**config.mk**
```make
export PLATFORM = sky130hd
export DESIGN_NAME = ex_mem_stage
export DESIGN_NICKNAME = d
export VERILOG_FILES = /design/src/rtl/ex_mem_stage_pkg.sv /design/src/rtl/ex_mem_stage_br_cond.sv /design/src/rtl/ex_mem_stage.sv
export SDC_FILE = /design/constraint.sdc
export NUM_CORES = 1
export LEC_CHECK = 0
export CAP_MARGIN = 10
export CORE_AREA = 4 4 134 201
export CTS_CLUSTER_DIAMETER = 40
export DETAILED_ROUTE_END_ITERATION = 7
export DIE_AREA = 0 0 138 205
export GPL_ROUTABILITY_DRIVEN = 0
export HOLD_SLACK_MARGIN = 0.1
export PLACE_DENSITY_LB_ADDON = 0.05
export REMOVE_ABC_BUFFERS = 1
export SLEW_MARGIN = 10
export SYNTH_ARGS = -nofsm -noshare
export SYNTH_HDL_FRONTEND = slang
export SYNTH_HIERARCHICAL = 1
export SYNTH_SLANG_ARGS = --single-unit
```
**constraint.sdc**
```tcl
create_clock -name clk -period 3 [get_ports clk]
set_input_delay 0.6 -clock clk [delete_from_list [all_inputs] [get_ports clk]]
set_output_delay 0.6 -clock clk [all_outputs]
set_load 0.01 [all_outputs]
```
**src/rtl/ex_mem_stage_pkg.sv**
```systemverilog
// Shared definitions for the execute/memory boundary: word size, ALU branch
// flag codes, branch funct3 codes and the layout of a buffered beat.
package ex_mem_stage_pkg;

  localparam int WORDSIZE = 32;

  localparam logic [1:0] ALU_BR_EQ = 2'd0;
  localparam logic [1:0] ALU_BR_LT = 2'd1;
  localparam logic [1:0] ALU_BR_GT = 2'd2;

  localparam logic [2:0] FUNCT_BEQ  = 3'b000;
  localparam logic [2:0] FUNCT_BNE  = 3'b001;
  localparam logic [2:0] FUNCT_BLT  = 3'b100;
  localparam logic [2:0] FUNCT_BGE  = 3'b101;
  localparam logic [2:0] FUNCT_BLTU = 3'b110;
  localparam logic [2:0] FUNCT_BGEU = 3'b111;

  // Beat payload {alu, rs2, rd, reg_write, mem_read, mem_write}, LSB first offsets.
  localparam int OFF_MW    = 0;
  localparam int OFF_MR    = 1;
  localparam int OFF_RW    = 2;
  localparam int OFF_RD    = 3;
  localparam int OFF_RS2   = 8;
  localparam int OFF_ALU   = OFF_RS2 + WORDSIZE;
  localparam int PAYLOAD_W = OFF_ALU + WORDSIZE;

  typedef enum logic [1:0] {
    BUF_EMPTY = 2'd0,
    BUF_ONE   = 2'd1,
    BUF_TWO   = 2'd2
  } buf_state_t;

endpackage

```
**src/rtl/ex_mem_stage_br_cond.sv**
```systemverilog
// Combinational branch-condition decode: maps funct3 plus the ALU compare
// flag to a taken bit. Unused funct3 encodings are never taken.
module br_cond
  import ex_mem_stage_pkg::*;
(
  input  logic [2:0] funct3,
  input  logic [1:0] alu_br_ops,
  output logic       taken
);

  always_comb begin
    taken = 1'b0;
    case (funct3)
      FUNCT_BEQ:  taken = (alu_br_ops == ALU_BR_EQ);
      FUNCT_BNE:  taken = (alu_br_ops != ALU_BR_EQ);
      FUNCT_BLT,
      FUNCT_BLTU: taken = (alu_br_ops == ALU_BR_LT);
      FUNCT_BGE,
      FUNCT_BGEU: taken = (alu_br_ops == ALU_BR_EQ) || (alu_br_ops == ALU_BR_GT);
      default:    taken = 1'b0;
    endcase
  end

endmodule

```
**src/rtl/ex_mem_stage.sv**
```systemverilog
// Execute-to-memory pipeline register built as a two-entry skid buffer with
// registered ready, plus a one-cycle taken-branch redirect pulse.
module ex_mem_stage
  import ex_mem_stage_pkg::*;
#(
  parameter int DEPTH = 2
) (
  input  logic                clk,
  input  logic                rst,
  input  logic                in_valid,
  output logic                in_ready,
  input  logic [WORDSIZE-1:0] alu_out,
  input  logic [1:0]          alu_br_ops,
  input  logic                is_branch,
  input  logic [2:0]          funct3,
  input  logic [WORDSIZE-1:0] pc,
  input  logic [WORDSIZE-1:0] imm,
  input  logic [WORDSIZE-1:0] rs2_data,
  input  logic [4:0]          rd,
  input  logic                reg_write,
  input  logic                mem_read,
  input  logic                mem_write,
  input  logic                flush,
  output logic                out_valid,
  input  logic                out_ready,
  output logic [WORDSIZE-1:0] out_alu,
  output logic [WORDSIZE-1:0] out_rs2,
  output logic [4:0]          out_rd,
  output logic                out_reg_write,
  output logic                out_mem_read,
  output logic                out_mem_write,
  output logic                redirect,
  output logic [WORDSIZE-1:0] redirect_pc
);

  generate
    if (DEPTH != 2) begin : g_depth_check
      $error("ex_mem_stage: only DEPTH=2 is supported");
    end
  endgenerate

  buf_state_t           state_reg;
  logic [PAYLOAD_W-1:0] head_reg;
  logic [PAYLOAD_W-1:0] tail_reg;
  logic                 redirect_reg;
  logic [WORDSIZE-1:0]  redirect_pc_reg;

  logic [2:0]           ctrl_raw;
  logic [2:0]           ctrl_next;
  logic [PAYLOAD_W-1:0] in_entry_next;
  logic [WORDSIZE-1:0]  target_next;
  logic                 taken;
  logic                 accept;
  logic                 issue;

  // Branches never write registers or touch memory downstream.
  assign ctrl_raw = {reg_write, mem_read, mem_write};
  genvar gi;
  generate
    for (gi = 0; gi < 3; gi++) begin : g_ctrl_mask
      assign ctrl_next[gi] = ctrl_raw[gi] & ~is_branch;
    end
  endgenerate

  assign in_entry_next = {alu_out, rs2_data, rd, ctrl_next};
  assign target_next   = pc + imm;

  br_cond u_br_cond (
    .funct3     (funct3),
    .alu_br_ops (alu_br_ops),
    .taken      (taken)
  );

  assign in_ready  = (state_reg != BUF_TWO);
  assign out_valid = (state_reg != BUF_EMPTY);
  assign accept    = in_valid & in_ready;
  assign issue     = out_valid & out_ready;

  // head_reg is the oldest entry and drives the outputs directly; it is zeroed
  // whenever the buffer drains so control bits read 0 while out_valid is low.
  always_ff @(posedge clk) begin
    if (rst) begin
      state_reg       <= BUF_EMPTY;
      head_reg        <= '0;
      tail_reg        <= '0;
      redirect_reg    <= 1'b0;
      redirect_pc_reg <= '0;
    end else if (flush) begin
      state_reg    <= BUF_EMPTY;
      head_reg     <= '0;
      redirect_reg <= 1'b0;
    end else begin
      redirect_reg <= accept & is_branch & taken;
      if (accept & is_branch & taken) begin
        redirect_pc_reg <= target_next;
      end
      case (state_reg)
        BUF_EMPTY: begin
          if (accept) begin
            head_reg  <= in_entry_next;
            state_reg <= BUF_ONE;
          end
        end
        BUF_ONE: begin
          if (accept && issue) begin
            head_reg <= in_entry_next;
          end else if (accept) begin
            tail_reg  <= in_entry_next;
            state_reg <= BUF_TWO;
          end else if (issue) begin
            head_reg  <= '0;
            state_reg <= BUF_EMPTY;
          end
        end
        BUF_TWO: begin
          if (issue) begin
            head_reg  <= tail_reg;
            state_reg <= BUF_ONE;
          end
        end
        default: begin
          head_reg  <= '0;
          state_reg <= BUF_EMPTY;
        end
      endcase
    end
  end

  assign out_alu       = head_reg[OFF_ALU +: WORDSIZE];
  assign out_rs2       = head_reg[OFF_RS2 +: WORDSIZE];
  assign out_rd        = head_reg[OFF_RD +: 5];
  assign out_reg_write = head_reg[OFF_RW];
  assign out_mem_read  = head_reg[OFF_MR];
  assign out_mem_write = head_reg[OFF_MW];
  assign redirect      = redirect_reg;
  assign redirect_pc   = redirect_pc_reg;

endmodule

```
==> results.md, run 1 <==
* Status: complete, no violations
* Hold crit path type: reg -> reg
* Setup WS post-layout at roughly 140 ps
* Mapped Area at between 0.008 and 0.009 mm²
* Sw Share at 0.269
* Yosys warnings at 6
* Hold Fails Final Rpt at 0
* Placed cell count at around 1700
* Top_reg_cell synth: dfxtp_1
* Crit start category: input pin
* Post-synth EDFFs at 0
* Cts bufs inserted at 17
* WS Path Type: in -> reg
* RSZ-0062 raised after global routing: no
* Pwr Density at roughly 460 mW/mm²
* Die X at 138 µm
* F_max at ~0.35 GHz
* Cell mode on critical path: o21ai_1
* Hold_sp: tail_reg[40]
* Mean post-synth cell area at 8.18 µm²
* Final wirelength at slightly below 30 mm
* Die H at slightly above 200 µm
* First-pass GRT wire length at about 46 mm
* Final slew viol count at 0
* Commonest non-fill, non-tap cell in the layout: clkdlybuf4s50_1
* # fillers at roughly 2500
* Worst-Margin Slew at roughly 750 ps
* Largest net degree at the start of global routing at 66
* Final setup viols at 0
* Most area-consuming cells after synthesis: dfxtp_1 41%, nand2_1 8.7%, a22o_1 7.2%
* Clock tree buffer depth at 2
* Layout Skew at 13.6 ps
* Share of layout cells above drive strength 1 at 0.110
* DRC at 0
* Post-place setup slack at -330 ps
* Switch Pwr at around 1.6 mW
* Site Rows at slightly above 70
* Max stage delay cell, worst path: clkdlybuf4s50_1
* Area delta synth->final at 45.1%
* Critical-path cell list: clkdlybuf4s50_1 > ha_1 > fa_1 > a211oi_2 > o21ai_1 > and2_1 > a221o_1 > a31o_1 > a21oi_1 > xor2_1 > o21ai_1
* Final net count at about 1500
* Vias in the first global route at around 8400
* DRT antenna net count at 0
* Post-Synthesis Cells at 1067
* Initial antenna violation count at 3
* Lkg Pwr at 4.89 nW
* Commonest cells after routing, fill and taps aside: 252 x clkdlybuf4s50_1, 203 x nand2_1, 179 x dfxtp_1
* DP HPWL at between 20 and 25 mm
* Starting DRT DRC Count at 479
* Placeable Area at 0.0251 mm²
* Fin crit share at 0.955
* Worst Setup SP: pc[0]
* Initial core utilization at 0.348
* Flops & latches, synth at about 180
* Setup TNS at 0 ps
* # IOs at roughly 250
* Minimum clock period after layout at 2860 ps
* Die ar. at between 0.02 and 0.03 mm²
* Avg Vias per Cell at 5.20
* Grt ovf at 0
* CTS HTree Levels at 4
* Max-cap viol count at 0
* Comb pwr share at 0.208
* Wire per inst at approximately 18 µm
* Sequential share of the synthesized area at 0.410
* R2r startpoint: state_reg[1]
* CP arrival at around 3200 ps
* Port Buf Inserts at around 250
* Synth cell types at 67
* Async S/R FF share, synth at 0
* Rel. slew slack at 0.501
* DR vias at around 9000
* Resize count post-CTS at 0
* Clock transition at path regs at 70 ps
* Synth area leader: dfxtp_1
* Total GRT Usage at 0.203
* Postcts setup bufs at 0
* Clock share of power at 0.367
* Root buf cell: clkbuf_16
* Worst-skew pair later-pin latency at 440 ps
* Worst VDD drop at roughly 0.39 mV
* CP Capture Type: register
* Top-area cell type share of the netlist area at 0.410
* CTS tree: built
* Int Pwr at about 4.2 mW
* Cell Count, Final, Fillers Out at 1683
* Seq pwr share at 0.425
* Clk sinks at around 180
* Slowest cell delay on critical path at about 400 ps
* CTS Hold Buffers Added at 0
* Required @ worst endpoint at around 3300 ps
* Drt first pass iters at 4
* Crit-path max FO at 2
## cell usage after synthesis (2+ instances only)
cell type and n:
nand2_1 203, dfxtp_1 179, a21oi_1 117, nor2_1 104
a22o_1 72, a22oi_1 72, clkbuf_1 68, ha_1 31
a21o_1 21, nand3_1 19, o21ai_0 16, nor3_1 13
buf_2 9, xor2_1 9, nor2b_1 8, xnor2_1 8
nand4_1 7, o21ai_1 7, inv_1 6, o21bai_1 6
or2_2 6, a31oi_1 5, o21a_1 5, or3_1 5
and4_1 4, mux2i_1 4, a211oi_2 3, a21oi_2 3
and2_1 3, o211ai_2 3, o21ai_2 3, o31ai_1 3
a211oi_1 2, a21oi_4 2, and3_1 2, buf_1 2
buf_6 2, o2111ai_1 2, o211ai_1 2, o22ai_1 2
o31ai_2 2, or4_1 2
## power by group through the flow
stage | sequential, mW | clock [mW] | combinational [mW]
finish | 2.46 | 2.13 | 1.21
floorplan | 2.53 | 0 | 0.558
CTS | 2.46 | 2.20 | 1.22
detailed placement | 2.52 | 0 | 1.21
global route | 2.47 | 2.29 | 1.32
global placement | 2.52 | 0 | 1.21
## worst max-delay path, delay by kind of cell
kind	cells	cell delay [ps]
AOI/OAI and AO/OA	6	1200
adders and majority gates	2	620
buffers and inverters	1	400
and+or+nand+nor	1	190
xor gates and xnor gates	1	170
## final cells by class
| type | count | area (µm²) | area share |
|---|---|---|---|
| timing repair buffer | 337 | 3260 | 0.257 |
| sequential | 179 | 3580 | 0.283 |
| multi-input combinational | 800 | 4840 | 0.382 |
| tap | 328 | 410 | 0.0324 |
| clock inverter | 8 | 78.8 | 0.00622 |
| clock buffer | 23 | 468 | 0.0369 |
| inverter | 6 | 22.5 | 0.00178 |
| antenna | 2 | 5.00 | 0.000395 |
## logic make-up (layout without fill, tap and decap cells)
| group | after synthesis | after routing | synth area share |
|---|---|---|---|
| adder cells (fa/ha/maj) | 32 | 32 | 0.0467 |
| XOR/XNOR | 17 | 17 | 0.0171 |
| multiplexers | 4 | 4 | 0.00459 |
| AND/OR/NAND/NOR | 388 | 388 | 0.191 |
| other | 0 | 2 | 0 |
| buffers and inverters | 88 | 374 | 0.0410 |
| AO/OA/AOI/OAI | 359 | 359 | 0.289 |
| flip-flops | 179 | 179 | 0.410 |
## through the flow
| step | utilization | power, mW | hold WS, ps | area (µm²) |
|---|---|---|---|---|
| 2_1_floorplan | - | 3.09 | 431 | 8390 |
| 3_3_place_gp | 0.484 | 3.73 | 440 | 12100 |
| 3_5_place_dp | 0.484 | 3.73 | 444 | 12100 |
| 4_1_cts | 0.505 | 5.88 | 456 | 12700 |
| 5_1_grt | 0.506 | 6.08 | 466 | 12700 |
| 6_report | 0.506 | 5.80 | 454 | 12700 |
## per-layer routing
layer | vias to the layer above | wire length [µm] | global-route usage
li1 | 4357 | - | -
met1 | 4130 | 11900 | 0.232
met2 | 219 | 15600 | 0.368
met3 | 42 | 1400 | 0.0481
met4 | 2 | 697 | 0.0713
met5 | - | 20 | 0
## worst paths after layout
path	to	slack [ps]	depth (start not counted)
setup / recovery	redirect_pc[16]	140	11
hold / removal	tail_reg[40]	450	2
setup reg to reg	redirect_pc[4]	980	8
hold reg to reg	tail_reg[40]	450	2
Power figures use the tool's default switching activity.
==> inputs of run 2 (changes only) <==
==> constraint.sdc (replaced) <==
create_clock -name clk -period 3 [get_ports clk]
set_input_delay 0.45 -clock clk [delete_from_list [all_inputs] [get_ports clk]]
set_output_delay 0.45 -clock clk [all_outputs]
set_load 0.01 [all_outputs]
==> results.md, run 2 (synthesized netlist as in run 1, its figures left out) <==
* Int Pwr at 4.16 mW (-1.8%)
* Share of layout cells above drive strength 1 at 0.0914 (-0.0187)
* Area delta synth->final at 42.5%
* # fillers at 2515 (+1.5%)
* CTS Hold Buffers Added at 0 (unchanged)
* Max stage delay cell, worst path: fa_1
* Port Buf Inserts at 253 (unchanged)
* # IOs at 254 (unchanged)
* Cell mode on critical path: o21ai_1
* F_max at 0.363 GHz (+3.9%)
* Hold Fails Final Rpt at 0 (unchanged)
* Lkg Pwr at 4.75 nW (-2.8%)
* R2r startpoint: state_reg[1]
* Vias in the first global route at 8524 (+1.1%)
* Fin crit share at 0.919 (-0.0357)
* Comb pwr share at 0.202 (-0.006)
* Max-cap viol count at 0 (unchanged)
* Worst-skew pair later-pin latency at 430 ps (about the same)
* CTS tree: built
* Final net count at 1490 (-2.0%)
* Largest net degree at the start of global routing at 56 (-15%)
* Switch Pwr at 1.58 mW (+1.1%)
* Placed cell count at 1620 (-1.8%)
* Rel. slew slack at 0.494 (-0.00724)
* Site Rows at 71 (unchanged)
* Root buf cell: clkbuf_16
* Worst Reg-to-Reg Cells at 7 (-1)
* Final Power at 5.74 mW (-1.0%)
* Final setup viols at 0 (unchanged)
* Worst Path Buf+Inv at 1 (unchanged)
* Setup TNS at 0 ps (unchanged)
* Die H at 205 µm (unchanged)
* Wire per inst at 17.7 µm (+0.65%)
* Initial antenna violation count at 3 (unchanged)
* CTS HTree Levels at 4 (unchanged)
* Critical-path cell list: clkdlybuf4s50_1 > ha_1 > fa_1 > a211oi_2 > o21ai_1 > and2_1 > a221o_1 > a31o_1 > a21oi_1 > xor2_1 > o21ai_1
* Slowest cell delay on critical path at 430 ps (+30 ps)
* Hold_sp: rst
* CP Capture Type: register
* Commonest cells after routing, fill and taps aside: 252 x clkdlybuf4s50_1, 203 x nand2_1, 179 x dfxtp_1
* Drt first pass iters at 5 (+1)
* DRT antenna net count at 0 (unchanged)
* Clock tree buffer depth at 2 (unchanged)
* Postcts setup bufs at 0 (unchanged)
* Clock share of power at 0.370 (+0.003)
* Worst-Margin Slew at 758 ps (+10.9 ps)
* Setup WS post-layout at 243 ps (+107 ps)
* Commonest non-fill, non-tap cell in the layout: clkdlybuf4s50_1
* Worst hold endpoint: tail_reg[11]
* Worst R2R Setup Slack at 920 ps (-60 ps)
* WS Path Type: in -> reg
* Total GRT Usage at 0.201 (-0.00134)
* Cts bufs inserted at 17 (unchanged)
* Worst Setup SP: pc[0]
* Post-layout util at 0.497 (-0.00909)
* Hold crit path type: in -> reg
* Die X at 138 µm (unchanged)
* Final slew viol count at 0 (unchanged)
* Crit-path leading delay family: compound AO/OA/AOI/OAI gates
* Required @ worst endpoint at 3320 ps (about the same)
* Worst VDD drop at 0.414 mV (+5.5%)
* Final Cell Area at 0.0124 mm² (-1.8%)
* Final wirelength at 29.3 mm (-1.1%)
* Clock transition at path regs at 70 ps (about the same)
* Hold Path Stages at 2 (unchanged)
* Resize count post-CTS at 0 (unchanged)
* CP arrival at 3080 ps (-100 ps)
* Seq pwr share at 0.429 (+0.004)
* Initial core utilization at 0.348 (unchanged)
* Layout Skew at 10.3 ps (-3.35 ps)
* Post-place setup slack at -206 ps (+123 ps)
* Minimum clock period after layout at 2760 ps (-107 ps)
* DR vias at 8614 (-1.6%)
* Starting DRT DRC Count at 369 (-23%)
* Cell Count, Final, Fillers Out at 1654 (-1.7%)
* Pwr Density at 461 mW/mm² (+0.79%)
* DP HPWL at 20.6 mm (-1.5%)
* Placeable Area at 0.0251 mm² (unchanged)
* Sw Share at 0.275 (+0.00582)
* First-pass GRT wire length at 45.8 mm (-0.73%)
* Grt ovf at 0 (unchanged)
* Crit-path max FO at 3 (+1)
* Clk sinks at 179 (unchanged)
* Die ar. at 0.0283 mm² (unchanged)
* Reg-to-reg endpoint: redirect_pc[28]
* Avg Vias per Cell at 5.21 (+0.17%)
* RSZ-0062 raised after global routing: no
* Status: complete, no violations
* Hold Slack at 337 ps (-117 ps)
* Crit start category: input pin
* Placed cell area at 0.0119 mm² (-1.9%)
* DRC at 0 (unchanged)
run 2: per-layer routing:
| metal | part of all wire | track usage | wire [µm] |
|---|---|---|---|
| met1 | 0.40 | 0.229 | 11900 |
| met2 | 0.52 | 0.365 | 15200 |
| met3 | 0.050 | 0.0476 | 1450 |
| met4 | 0.027 | 0.0773 | 785 |
| met5 | 0.00027 | 0 | 8 |
run 2: final cells by class:
cell class / instances / area [µm²] / share of cell area
Sequential cell: 179 / 3580 / 0.288
Antenna cell: 2 / 5.00 / 0.000402
Timing Repair Buffer: 307 / 3040 / 0.244
Multi-Input combinational cell: 800 / 4840 / 0.389
Inverter: 6 / 22.5 / 0.00181
Tap cell: 328 / 410 / 0.0330
Clock inverter: 12 / 108 / 0.00865
Clock buffer: 20 / 437 / 0.0351
run 2: power by group through the flow:
stage               clock (mW)  combinational [mW]  sequential (mW)
floorplan                    0               0.558             2.53
global placement             0                1.17             2.52
detailed placement           0                1.16             2.52
CTS                       2.20                1.17             2.46
global route              2.29                1.27             2.47
finish                    2.12                1.16             2.46
run 2: worst max-delay path by stage:
stage	to	slack (ps)	cells after the start
CTS	redirect_pc[16]	250	11
global placement	redirect_pc[16]	-200	11
global route	redirect_pc[16]	170	11
floorplan	head_reg[0]	-3730	5
detailed placement	redirect_pc[16]	-210	11
finish	redirect_pc[16]	240	11
run 2: worst reg2reg max path, cell delays in order, from the launching register on:
cell and delay, ps:
dfxtp_1 610, nor2b_4 300, inv_1 150, nand4_1 190, buf_12 230, nor3_1 90
o21a_1 110, a311o_1 300
==> inputs of run 3 (changes only) <==
--- a/config.mk
+++ b/config.mk
@@ -14,6 +14,7 @@
 export HOLD_SLACK_MARGIN = 0.1
 export PLACE_DENSITY_LB_ADDON = 0.05
 export REMOVE_ABC_BUFFERS = 1
+export SKIP_LAST_GASP = 1
 export SLEW_MARGIN = 10
 export SYNTH_ARGS = -nofsm -noshare
 export SYNTH_HDL_FRONTEND = slang
==> results of run 3 <==
Final layout, timing and power as in run 2 (identical DEF).
